### src/rtl/keypad_pkg.sv
// Shared types, key map and frame decode
// for the 4x4 matrix keypad scanner.
package keypad_pkg;

  typedef logic [15:0] frame_t;

  typedef struct packed {
    logic       vld;
    logic [3:0] code;
  } result_t;

  localparam result_t RESULT_NONE = '{vld: 1'b0, code: 4'h0};

  // Entry index is {column, row}; bit i of a frame maps to KEY_MAP[i].
  localparam logic [15:0][3:0] KEY_MAP = {
    4'hD, 4'hC, 4'hB, 4'hA,
    4'hE, 4'h9, 4'h6, 4'h3,
    4'hF, 4'h8, 4'h5, 4'h2,
    4'h0, 4'h7, 4'h4, 4'h1
  };

  function automatic result_t frame_decode(frame_t f);
    result_t    r;
    logic [4:0] n;
    r = RESULT_NONE;
    n = '0;
    for (int i = 0; i < 16; i++) begin
      if (f[i]) begin
        n      = n + 5'd1;
        r.code = KEY_MAP[i];
      end
    end
    // Ghosting and empty frames both collapse to NONE.
    if (n != 5'd1) begin
      r = RESULT_NONE;
    end else begin
      r.vld = 1'b1;
    end
    return r;
  endfunction

endpackage

### src/rtl/keypad_debounce.sv
// Frame-result debounce and key acceptance:
// saturating repeat count, key / key_down / key_valid.
module keypad_debounce
  import keypad_pkg::*;
#(
  parameter int DEBOUNCE = 4
) (
  input  logic       clk,
  input  logic       clr,
  input  logic       frame_done_i,
  input  result_t    result_i,
  output logic [3:0] key_o,
  output logic       key_valid_o,
  output logic       key_down_o
);

  localparam int CW = $clog2(DEBOUNCE + 1);
  localparam logic [CW-1:0] CMAX = CW'(DEBOUNCE);
  localparam logic [CW-1:0] CONE = CW'(1);

  result_t       prev_q, prev_d;
  logic [CW-1:0] cnt_q, cnt_d;
  logic [3:0]    key_q, key_d;
  logic          down_q, down_d;
  logic          vld_q, vld_d;
  logic          same;
  logic          reach;

  always_comb begin
    prev_d = prev_q;
    cnt_d  = cnt_q;
    key_d  = key_q;
    down_d = down_q;
    vld_d  = 1'b0;
    same   = 1'b0;
    reach  = 1'b0;
    if (frame_done_i) begin
      same = (result_i == prev_q);
      if (same) begin
        cnt_d = (cnt_q == CMAX) ? cnt_q : cnt_q + CONE;
      end else begin
        prev_d = result_i;
        cnt_d  = CONE;
      end
      // Act only on the frame where the count first hits the target.
      reach = (cnt_d == CMAX) && !(same && cnt_q == CMAX);
      if (reach) begin
        if (result_i.vld) begin
          if (!down_q || result_i.code != key_q) begin
            key_d  = result_i.code;
            down_d = 1'b1;
            vld_d  = 1'b1;
          end
        end else begin
          down_d = 1'b0;
        end
      end
    end
  end

  always_ff @(posedge clk) begin
    if (clr) begin
      prev_q <= RESULT_NONE;
      cnt_q  <= '0;
      key_q  <= 4'h0;
      down_q <= 1'b0;
      vld_q  <= 1'b0;
    end else begin
      prev_q <= prev_d;
      cnt_q  <= cnt_d;
      key_q  <= key_d;
      down_q <= down_d;
      vld_q  <= vld_d;
    end
  end

  assign key_o       = key_q;
  assign key_valid_o = vld_q;
  assign key_down_o  = down_q;

endmodule

### src/rtl/keypad_scanner.sv
// 4x4 keypad scanner: row sync, column strobe,
// frame latch and one-hot decode feeding the debouncer.
module keypad_scanner
  import keypad_pkg::*;
#(
  parameter int SETTLE   = 1000,
  parameter int DEBOUNCE = 4
) (
  input  logic       clk,
  input  logic       clr,
  input  logic [3:0] row,
  output logic [3:0] col,
  output logic [3:0] key,
  output logic       key_valid,
  output logic       key_down
);

  localparam int DW = $clog2(SETTLE);
  localparam logic [DW-1:0] LAST = DW'(SETTLE - 1);
  localparam logic [DW-1:0] DONE = DW'(1);

  logic [3:0]    s1_q, s2_q;
  logic [DW-1:0] dwell_q, dwell_d;
  logic [1:0]    cidx_q, cidx_d;
  logic [3:0]    col_q, col_d;
  frame_t        frame_q, frame_d;
  logic          done_q, done_d;
  result_t       result;

  always_ff @(posedge clk) begin
    if (clr) begin
      s1_q <= 4'b1111;
      s2_q <= 4'b1111;
    end else begin
      s1_q <= row;
      s2_q <= s1_q;
    end
  end

  always_comb begin
    dwell_d = dwell_q + DONE;
    cidx_d  = cidx_q;
    col_d   = col_q;
    frame_d = frame_q;
    done_d  = 1'b0;
    if (dwell_q == LAST) begin
      dwell_d = '0;
      cidx_d  = cidx_q + 2'd1;
      col_d   = {col_q[2:0], col_q[3]};
      // Rows are active-low; frame bits are 1 for pressed.
      frame_d[{cidx_q, 2'b00} +: 4] = ~s2_q;
      done_d  = (cidx_q == 2'd3);
    end
  end

  always_ff @(posedge clk) begin
    if (clr) begin
      dwell_q <= '0;
      cidx_q  <= 2'd0;
      col_q   <= 4'b1110;
      frame_q <= '0;
      done_q  <= 1'b0;
    end else begin
      dwell_q <= dwell_d;
      cidx_q  <= cidx_d;
      col_q   <= col_d;
      frame_q <= frame_d;
      done_q  <= done_d;
    end
  end

  assign result = frame_decode(frame_q);
  assign col    = col_q;

  keypad_debounce #(
    .DEBOUNCE(DEBOUNCE)
  ) u_deb (
    .clk         (clk),
    .clr         (clr),
    .frame_done_i(done_q),
    .result_i    (result),
    .key_o       (key),
    .key_valid_o (key_valid),
    .key_down_o  (key_down)
  );

endmodule

### config.mk
export PLATFORM = sky130hd
export DESIGN_NAME = keypad_scanner
export DESIGN_NICKNAME = d
export VERILOG_FILES = /design/src/rtl/keypad_pkg.sv /design/src/rtl/keypad_debounce.sv /design/src/rtl/keypad_scanner.sv
export SDC_FILE = /design/constraint.sdc
export NUM_CORES = 1
export LEC_CHECK = 0
export BUFFER_PORTS_ARGS = -buffer_cell sky130_fd_sc_hd__buf_2
export CORE_MARGIN = 1.5
export CORE_UTILIZATION = 45
export DETAILED_ROUTE_END_ITERATION = 7
export GPL_ROUTABILITY_DRIVEN = 0
export PLACE_DENSITY = 0.68
export SYNTH_ARGS = -nofsm -noshare
export SYNTH_HDL_FRONTEND = slang
export SYNTH_SLANG_ARGS = --single-unit
### constraint.sdc
create_clock -name clk -period 14.6 [get_ports clk]
set_input_delay 2.92 -clock clk [delete_from_list [all_inputs] [get_ports clk]]
set_output_delay 2.92 -clock clk [all_outputs]
set_load 0.005 [all_outputs]
==> impl_metrics.csv, run 1 <==
group,metric,value,unit
floorplan,start_util,46.1,%
cts,clock-sinks,55,
synth,ys_seq_area_share,27.5,%
synth,ys_ff_latch,55,
cts,numCtsBuffers,5,
route,via_count,3207,
cts,h-tree-depth,2,
setup_path,worst_ep_required_time,14800,ps
pwr,power_frac_comb,2.0,%
layout,areaGrowthSynthToFinish,5.10,%
setup_path,path_max_fanout,9,
cts,clock_latency,300,ps
route,route.met2.wl,3430,um
synth,syn_avg_cell_area,8.19,um^2
synth,synth-simple-area-share,24.1,%
timing,fmax,97.1,MHz
route,dr.pass1.iters,4,
setup_path,cp.arrival,10500,ps
synth,async_flop_share,0,%
cts,ctsRootBufferMaster,"clkbuf_8",
timing,finalHoldViolations,0,
cts,clockBufferDepth,2,
layout,layout_commonest_cell,"nor2_1",
synth,synth_area_leaders,"dfxtp_1 28%, ha_1 7.8%, xnor2_1 7.0%",
pwr,vdd_drop_max,0.0708,mV
setup_path,end_kind,"register",
synth,synth_warnings,0,
layout,stdcell_count,596,
place,numPortBuffers,15,
synth,synth_compound_area_share,12.7,%
pwr,intPower,197,uW
synth,synth.distinct_cells,62,
route,drcViolationCount,0,
pwr,pwr-share-seq,61.8,%
timing,finalCritPeriodShare,70.6,%
hold_path,worstHoldPathType,"reg2reg",
synth,syn_area,4000,um^2
layout,n_antenna_cell,0,
outcome,status,"completed",
route,m1WireLength,3900,um
synth,synth_xor_xnor_area_share,16.2,%
global_route,grt_overflow,0,
timing,tightestPinTransition,742,ps
timing,finalMaxSlewViolations,0,
timing,fin_worst_skew,5.87,ps
cts,postCtsResizedCells,0,
pwr,p_leak,1.74,nW
floorplan,die_y,97.3,um
timing,setup_violations,0,
route,wl_per_cell,12.7,um
synth,synth_ff_type,"dfxtp_1",
setup_path,start_kind,"register",
synth,yosys.area_share.adder,8.08,%
flow_run,cap_violations,0,
setup_path,critical_path.most_common_cell,"ha_1",
pwr,switching_share,20.4,%
route,dr_wl_met3,166,um
layout,seqCellArea,1100,um^2
layout,nets,518,
global_route,grt_pass1_wl,13600,um
synth,synth_mux_area_share,6.70,%
timing,layout_min_cycle_time,10300,ps
layout,fillers,863,
pwr,powerDensity,58.8,nW/um^2
timing,rsz0062_at_grt,"false",
synth,synth_top_family_by_area,"simple AND/OR/NAND/NOR gates",
floorplan,std_cell_rows,34,
setup_path,cpMaxStageDelayCell,"or3b_2",
route,top_layer,"met4",
global_route,grt_pass1_vias,3037,
cts,clkTransAtPathRegs,90,ps
global_route,grt_start_max_net_pins,42,
layout,drive_gt1_share,8.40,%
synth,synth_cells,488,
layout,multi_input_area,2710,um^2
pwr,power_switching,50.4,uW
place,hpwl,5740,um
synth,yosysTopAreaCell,"dfxtp_1",
synth,synth_top_area_share,27.5,%
timing,slew_headroom,50.1,%
layout,final_cell_mix,"57 x nor2_1, 55 x dfxtp_1, 45 x nand2_1, 34 x a21oi_1, 32 x xnor2_1",
cts,post-cts-setup-buffer-count,0,
global_route,antenna_found_initial,0,
pwr,pwr-share-clk,36.1,%
synth,synth-edff-count,0,
cts,hold_buffers,0,
timing,fin_setup_tns,0,ps
setup_path,critPathMaxStageDelay,460,ps
route,wl,7570,um
route,drt-initial-drc-count,142,
floorplan,pin_count,16,
floorplan,dieArea,9460,um^2
route,antenna_left,0,
floorplan,die-width,97.3,um
cts,cts_tree,"built",
synth,synthesis.nets,519,
global_route,track_usage,16.6,%
setup_path,path_class,"reg2reg",
floorplan,core-area,8680,um^2
route,vias_per_cell,5.38,
place,dpl.cell_count,588,
-- flip-flops by register name (all words and copies together) (netlist names) --
register and cells:
u_deb.cnt_q 3, col 4, cidx_q 2, u_deb.key_o 4, u_deb.prev_q 5, u_deb.key_down_o 1
s1_q 4, frame_q 16, u_deb.key_valid_o 1, done_q 1, s2_q 4, dwell_q 10
-- cell usage after synthesis, drive strengths merged, types with 3 or more instances --
| library cell | n |
|---|---|
| a21oi | 34 |
| a31oi | 3 |
| and2 | 6 |
| and3 | 4 |
| buf | 4 |
| clkbuf | 19 |
| dfxtp | 55 |
| ha | 25 |
| inv | 22 |
| mux2i | 21 |
| nand2 | 45 |
| nand2b | 5 |
| nand3 | 17 |
| nand4 | 6 |
| nor2 | 57 |
| nor2b | 3 |
| nor3 | 20 |
| o21ai | 19 |
| o21bai | 3 |
| o31ai | 3 |
| or2 | 9 |
| or3 | 10 |
| xnor2 | 33 |
| xnor3 | 7 |
| xor2 | 18 |
-- worst paths after layout --
kind | from | to | slack, ps | cells past startpoint
setup / recovery | frame_q[0]$_SDFFE_PP0P_ | u_deb.cnt_q[0]$_SDFFE_PP0P_ | 4300 | 49
hold / removal | s1_q[0]$_SDFF_PP1_ | s2_q[0]$_SDFF_PP1_ | 410 | 1
setup reg to reg | frame_q[0]$_SDFFE_PP0P_ | u_deb.cnt_q[0]$_SDFFE_PP0P_ | 4300 | 49
hold reg to reg | s1_q[0]$_SDFF_PP1_ | s2_q[0]$_SDFF_PP1_ | 410 | 1
-- power groups by stage --
stage / sequential (mW) / combinational (mW) / clock [mW]
floorplan: 0.156 / 0.00371 / 0
global placement: 0.156 / 0.00499 / 0
detailed placement: 0.156 / 0.00514 / 0
CTS: 0.153 / 0.00516 / 0.0932
global route: 0.153 / 0.00590 / 0.0990
finish: 0.153 / 0.00504 / 0.0893
-- per-layer routing --
metal / global-route usage (%) / up-vias
met4: 3.63 / 0
met2: 27.9 / 44
met1: 23.1 / 1466
li1: - / 1690
met5: 0 / -
met3: 1.87 / 7
-- area by class of cell --
cell class	count	share of cell area, %
Clock buffer	8	2.38
Inverter	22	1.97
Multi-Input combinational cell	388	64.4
Sequential cell	55	26.2
Tap cell	108	3.22
Timing Repair Buffer	15	1.79
-- cell families after synthesis --
family / after synthesis
AO/OA/AOI/OAI: 83
multiplexers: 24
AND/OR/NAND/NOR: 197
XOR/XNOR: 58
adder cells (fa/ha/maj): 26
flip-flops: 55
buffers and inverters: 45
-- critical path: cells and delay by family, from the launching register on --
family                   cells  cell delay (ps)
multiplexers                 4             1000
AND/OR/NAND/NOR             13             2020
AO/OA/AOI/OAI               12             1830
buffers and inverters        3              240
flip-flops                   1              410
adder cells (fa/ha/maj)     14             4210
XOR/XNOR                     3              490
-- per-stage QoR --
step	instance area (um^2)	power [mW]	utilization (%)	worst slack (ps)	hold slack, ps
after floorplan	4000	0.160	-	5480	389
after global placement	4100	0.161	47.3	4930	395
after detailed placement	4100	0.162	47.3	4390	392
after CTS	4200	0.251	48.4	4350	418
after global routing	4200	0.258	48.4	3480	432
final	4200	0.247	48.4	4300	411
(Power assumes the default switching activity.)
==> run 2, diff against run 1 <==
--- a/config.mk
+++ b/config.mk
@@ -10,7 +10,7 @@
 export CORE_UTILIZATION = 45
 export DETAILED_ROUTE_END_ITERATION = 7
 export GPL_ROUTABILITY_DRIVEN = 0
-export PLACE_DENSITY = 0.68
+export PLACE_DENSITY = 0.71
 export SYNTH_ARGS = -nofsm -noshare
 export SYNTH_HDL_FRONTEND = slang
 export SYNTH_SLANG_ARGS = --single-unit
==> constraint.sdc (replaced) <==
create_clock -name clk -period 9.2 [get_ports clk]
set_input_delay 1.84 -clock clk [delete_from_list [all_inputs] [get_ports clk]]
set_output_delay 1.84 -clock clk [all_outputs]
set_load 0.005 [all_outputs]
==> run 2 against run 1 <==
Clock skew grew 0.69 ps. Routed wire length grew 5.6%. Fmax grew 18%. Critical endpoint unchanged. Largest cell class unchanged.
==> impl_metrics.csv, run 2 (synthesized netlist as in run 1, its figures left out) <==
group,metric,value,unit
outcome,status,"completed",
timing,slew_headroom,54.1,%
route,via_count,3349,
floorplan,std_cell_rows,34,
layout,areaGrowthSynthToFinish,11.8,%
timing,fmax,114,MHz
place,dpl.cell_count,597,
place,placed_cell_area,4170,um^2
setup_path,end_kind,"register",
route,drcViolationCount,0,
global_route,grt_pass1_wl,13700,um
pwr,powerDensity,86.2,nW/um^2
setup_path,critical_path.most_common_cell,"ha_1",
pwr,switching_share,22.8,%
route,drt-initial-drc-count,132,
floorplan,core-area,8680,um^2
floorplan,start_util,46.1,%
global_route,antenna_found_initial,0,
place,hpwl,5740,um
setup_path,path_class,"reg2reg",
layout,drive_gt1_share,16.9,%
place,numPortBuffers,15,
timing,fin_worst_skew,6.56,ps
route,antenna_left,0,
global_route,grt_overflow,0,
pwr,pwr-share-clk,35.1,%
setup_path,cpMaxStageDelayCell,"or3b_4",
setup_path,path_max_fanout,5,
pwr,vdd_drop_max,0.140,mV
pwr,power_switching,87.7,uW
floorplan,dieArea,9460,um^2
layout,nets,534,
setup_path,start_kind,"register",
layout,layout_commonest_cell,"nor2_1",
cts,hold_buffers,0,
global_route,grt_pass1_vias,3131,
cts,clkTransAtPathRegs,100,ps
layout,final_cell_area,4470,um^2
cts,clockBufferDepth,2,
layout,fillers,831,
cts,cts_tree,"built",
layout,largest_reg_flops,16,
timing,finalHoldViolations,0,
timing,finalCritPeriodShare,95.0,%
route,wl,7990,um
route,dr.pass1.iters,5,
global_route,grt_start_max_net_pins,42,
pwr,p_leak,1.82,nW
cts,ctsRootBufferMaster,"clkbuf_8",
pwr,finalPower,385,uW
setup_path,worst_ep_required_time,9410,ps
global_route,track_usage,16.8,%
setup_path,critPathMaxStageDelay,390,ps
timing,setup_violations,0,
route,wl_per_cell,13.0,um
pwr,power_frac_comb,2.1,%
layout,reg_top3,"frame_q x16, dwell_q x10, u_deb.prev_q x5",
pwr,pwr-share-seq,62.8,%
cts,clock_latency,310,ps
layout,n_antenna_cell,0,
layout,stdcell_count,612,
cts,h-tree-depth,2,
timing,layout_min_cycle_time,8740,ps
pwr,intPower,297,uW
timing,finalMaxSlewViolations,0,
layout,largest-register,"frame_q",
floorplan,pin_count,16,
floorplan,die-width,97.3,um
hold_path,worstHoldPathType,"reg2reg",
cts,clock-sinks,55,
timing,tightestPinTransition,679,ps
floorplan,die_y,97.3,um
flow_run,cap_violations,0,
setup_path,cp.arrival,8950,ps
route,vias_per_cell,5.47,
cts,numCtsBuffers,5,
layout,final_cell_mix,"54 x nor2_1, 52 x dfxtp_1, 43 x nand2_1, 32 x a21oi_1, 31 x xnor2_1",
-- run 2: cell types whose count changed in the layout (fill, tap and decap cells not counted), sizes merged --
cell,change
inv,+1
clkbuf,-3
clkinvlp,+2
buf,+16
-- run 2: final cells by class --
cell class	instances	area, um^2	share of cell area [%]
clock buffer	5	68.8	1.54
tap	108	135	3.02
timing repair buffer	31	195	4.37
multi-input combinational	388	2860	63.9
sequential	55	1110	24.8
clock inverter	3	23.8	0.532
inverter	22	82.6	1.85
-- run 2: routing by layer --
| layer | part of all wire, % | global-route usage (%) | vias to the layer above |
|---|---|---|---|
| met4 | 0.93 | 3.74 | 0 |
| met2 | 49 | 29.3 | 43 |
| met1 | 48 | 22.3 | 1564 |
| met3 | 1.9 | 1.94 | 7 |
| li1 | - | - | 1735 |
| met5 | 0 | 0 | - |
-- run 2: path summary, 6_finish.rpt --
check                                              from                           to  slack [ps]  cells past startpoint
worst min-delay path                 s1_q[3]$_SDFF_PP1_           s2_q[3]$_SDFF_PP1_         410                      1
worst max register to register  frame_q[0]$_SDFFE_PP0P_  u_deb.cnt_q[0]$_SDFFE_PP0P_         460                     49
worst min register to register       s1_q[3]$_SDFF_PP1_           s2_q[3]$_SDFF_PP1_         410                      1
worst max-delay path            frame_q[0]$_SDFFE_PP0P_  u_deb.cnt_q[0]$_SDFFE_PP0P_         460                     49
-- run 2: repair_timing --
item / in CTS / in global routing
pin swaps: 3 / 12
setup endpoints to repair: 11 / 14
setup buffers: 3 / 4
resized for setup: 5 / 33
-- run 2: through the flow --
| step | TNS (ps) | worst slack [ps] | utilization [%] | hold WS [ps] |
|---|---|---|---|---|
| floorplan | 0 | 84.6 | - | 389 |
| global placement | 0 | 150 | 48.0 | 391 |
| detailed placement | -719 | -174 | 48.0 | 392 |
| CTS | 0 | 16.0 | 49.5 | 404 |
| global route | -468 | -110 | 51.5 | 408 |
| finish | 0 | 455 | 51.5 | 410 |
-- run 2: power groups by stage --
| stage | clock [mW] | sequential (mW) | combinational [mW] |
|---|---|---|---|
| after floorplan | 0 | 0.248 | 0.00589 |
| after global placement | 0 | 0.248 | 0.00792 |
| after detailed placement | 0 | 0.248 | 0.00806 |
| after CTS | 0.139 | 0.243 | 0.00800 |
| after global routing | 0.149 | 0.242 | 0.00919 |
| final | 0.135 | 0.242 | 0.00793 |
-- run 2: worst max-delay path, delay by kind of cell (launching register included) --
kind | cells | cell delay, ps
AO/OA/AOI/OAI | 14 | 1880
AND/OR/NAND/NOR | 16 | 1750
multiplexers | 3 | 600
adder cells (fa/ha/maj) | 14 | 3850
buffers and inverters | 2 | 170
flip-flops | 1 | 370
==> run 3, diff against run 2 <==
--- a/config.mk
+++ b/config.mk
@@ -7,10 +7,10 @@
 export LEC_CHECK = 0
 export BUFFER_PORTS_ARGS = -buffer_cell sky130_fd_sc_hd__buf_2
 export CORE_MARGIN = 1.5
-export CORE_UTILIZATION = 45
+export CORE_UTILIZATION = 49
 export DETAILED_ROUTE_END_ITERATION = 7
 export GPL_ROUTABILITY_DRIVEN = 0
-export PLACE_DENSITY = 0.71
+export PLACE_DENSITY = 0.73
 export SYNTH_ARGS = -nofsm -noshare
 export SYNTH_HDL_FRONTEND = slang
 export SYNTH_SLANG_ARGS = --single-unit
==> constraint.sdc (replaced) <==
create_clock -name clk -period 8.6 [get_ports clk]
set_input_delay 1.72 -clock clk [delete_from_list [all_inputs] [get_ports clk]]
set_output_delay 1.72 -clock clk [all_outputs]
set_load 0.005 [all_outputs]
==> run 3 against run 2 <==
The flow now finishes with violations (setup timing). Sequential share of layout area fell by 1.4 points. Flip-flop and latch count stayed put. Register-to-register slack worse by 600 ps. Non-clock buffer count up 27. Clock power hardly changed. Sequential power is 7% higher. First-iteration DRC count increased by 2.3%. Clock-buffer cell count grew 2. Die area shrank 7.9%. Setup slack worse by 600 ps. Critical endpoint unchanged. Highest routed layer unchanged.
==> impl_metrics.csv, run 3 (synthesized netlist as in run 1, its figures left out) <==
group,metric,value,unit
setup_path,rr_startpoint,"frame_q[0]$_SDFFE_PP0P_",
outcome,status,"complete, but fails checks",
route,wl,8650,um
floorplan,start_util,51.2,%
cts,h-tree-depth,2,
cts,cts_tree,"built",
timing,layout_min_cycle_time,8740,ps
cts,clockBufferDepth,2,
layout,stdcell_count,633,
layout,fin_util,60.4,%
setup_path,path_class,"reg2reg",
place,numPortBuffers,15,
global_route,grt_start_max_net_pins,42,
setup_path,worst_ep_required_time,8800,ps
route,route.met2.wl,4230,um
layout,final_cell_mix,"54 x nor2_1, 53 x dfxtp_1, 42 x nand2_1, 40 x buf_4, 31 x xnor2_1",
timing,setup_violations,10,
setup_path,critPathBufInv,3,
layout,layout_commonest_cell,"nor2_1",
place,dpl.cell_count,609,
cts,clock-sinks,55,
hold_path,whs_path_depth,1,
flow_run,cap_violations,0,
layout,largest_reg_flops,16,
global_route,track_usage,20.7,%
layout,reg_top3,"frame_q x16, dwell_q x10, u_deb.prev_q x5",
global_route,antenna_found_initial,0,
place,hpwl,6150,um
setup_path,end_kind,"register",
route,dr_wl_met3,218,um
route,antenna_left,0,
floorplan,pin_count,16,
floorplan,die_y,93.3,um
layout,areaGrowthSynthToFinish,18.1,%
global_route,grt_overflow,0,
cts,hold_buffers,0,
hold_path,whs_endpoint,"s2_q[2]$_SDFF_PP1_",
setup_path,critical_path.most_common_cell,"ha_1",
route,via_count,3435,
setup_path,cpMaxStageDelayCell,"or3b_4",
setup_path,crit_family,"adder cells",
layout,drive_gt1_share,21.8,%
cts,ctsRootBufferMaster,"clkbuf_8",
route,vias_per_cell,5.43,
route,top_layer,"met4",
setup_path,path_max_fanout,5,
hold_path,worstHoldPathType,"reg2reg",
global_route,grt_pass1_wl,14900,um
setup_path,reg2reg_slack,-140,ps
timing,fin_ws,-141,ps
setup_path,reg2reg_to,"u_deb.cnt_q[0]$_SDFFE_PP0P_",
floorplan,dieArea,8710,um^2
route,drt-initial-drc-count,135,
setup_path,start_kind,"register",
timing,slew_headroom,44.3,%
timing,rsz0062_at_grt,"true",
timing,fin_worst_skew,8.04,ps
cts,clock_latency,310,ps
pwr,powerDensity,85.6,nW/um^2
floorplan,std_cell_rows,32,
global_route,grt_pass1_vias,3372,
layout,nets,561,
cts,clkTransAtPathRegs,90,ps
floorplan,core-area,7810,um^2
floorplan,die-width,93.3,um
timing,finalMaxSlewViolations,0,
route,drcViolationCount,0,
layout,largest-register,"frame_q",
setup_path,cp.depth,49,
route,m1WireLength,4070,um
setup_path,critPathMaxStageDelay,390,ps
layout,n_antenna_cell,0,
pwr,vdd_drop_max,0.121,mV
outcome,violations,"setup timing",
timing,tightestPinTransition,824,ps
timing,fmax,114,MHz
timing,finalCritPeriodShare,102,%
setup_path,ff2ff_path_depth,49,
setup_path,cp.arrival,8940,ps
timing,finalHoldViolations,0,
hold_path,worstHoldStart,"s1_q[2]$_SDFF_PP1_",
route,dr.pass1.iters,4,
pwr,p_leak,1.99,nW
cts,numCtsBuffers,5,
route,wl_per_cell,13.7,um
## run 3: worst max path at each step
stage	end	from	slack [ps]
6_report	u_deb.cnt_q[0]$_SDFFE_PP0P_	frame_q[0]$_SDFFE_PP0P_	-140
5_1_grt	u_deb.key_o[2]$_SDFFE_PP0P_	frame_q[0]$_SDFFE_PP0P_	-610
4_1_cts	u_deb.cnt_q[0]$_SDFFE_PP0P_	frame_q[1]$_SDFFE_PP0P_	10
3_5_place_dp	u_deb.cnt_q[0]$_SDFFE_PP0P_	frame_q[1]$_SDFFE_PP0P_	-400
3_3_place_gp	u_deb.cnt_q[0]$_SDFFE_PP0P_	frame_q[1]$_SDFFE_PP0P_	-60
2_1_floorplan	u_deb.cnt_q[0]$_SDFFE_PP0P_	frame_q[1]$_SDFFE_PP0P_	-120
## run 3: worst register-to-register path: cells and delay by family, from the launching register on
family | cells | cell delay [ps]
XOR/XNOR | 3 | 500
AO/OA/AOI/OAI | 12 | 1450
multiplexers | 4 | 960
AND/OR/NAND/NOR | 13 | 1430
adder cells (fa/ha/maj) | 14 | 3790
flip-flops | 1 | 360
buffers and inverters | 3 | 220
## run 3: layout make-up
| cell class | instances | area [um^2] |
|---|---|---|
| Multi-Input combinational cell | 388 | 2920 |
| Fill cell | 696 | 3090 |
| Inverter | 22 | 82.6 |
| Clock buffer | 7 | 76.3 |
| Tap cell | 102 | 128 |
| Sequential cell | 55 | 1100 |
| Clock inverter | 1 | 5.00 |
| Timing Repair Buffer | 58 | 409 |
## run 3: per-stage QoR
stage	hold WS [ps]	cell area, um^2	worst slack, ps	total power [mW]	setup TNS (ps)
2_1_floorplan	389	4100	-119	0.271	-242
3_3_place_gp	394	4400	-55.9	0.274	-177
3_5_place_dp	394	4400	-398	0.274	-3630
4_1_cts	417	4560	9.76	0.408	0
5_1_grt	422	4720	-610	0.420	-7510
6_report	412	4720	-141	0.404	-702
## run 3: timing repair
item	in CTS	in global routing
setup endpoints to repair	14	14
gates resized for setup	8	19
pin swaps	12	26
setup buffers	7	9
## run 3: power by group
| part | switching, mW | internal [mW] | leakage [nW] |
|---|---|---|---|
| logic | 0.00553 | 0.00314 | 1.50 |
| clock network | 0.0784 | 0.0573 | 0.0422 |
| registers | 0.00214 | 0.257 | 0.447 |
| total | 0.0861 | 0.318 | 1.99 |
## run 3: layer usage
metal  track usage [%]  vias up
li1                  -     1773
met2              35.1       46
met1              26.7     1605
met5                 0        -
met4              6.94        0
met3              3.01       11
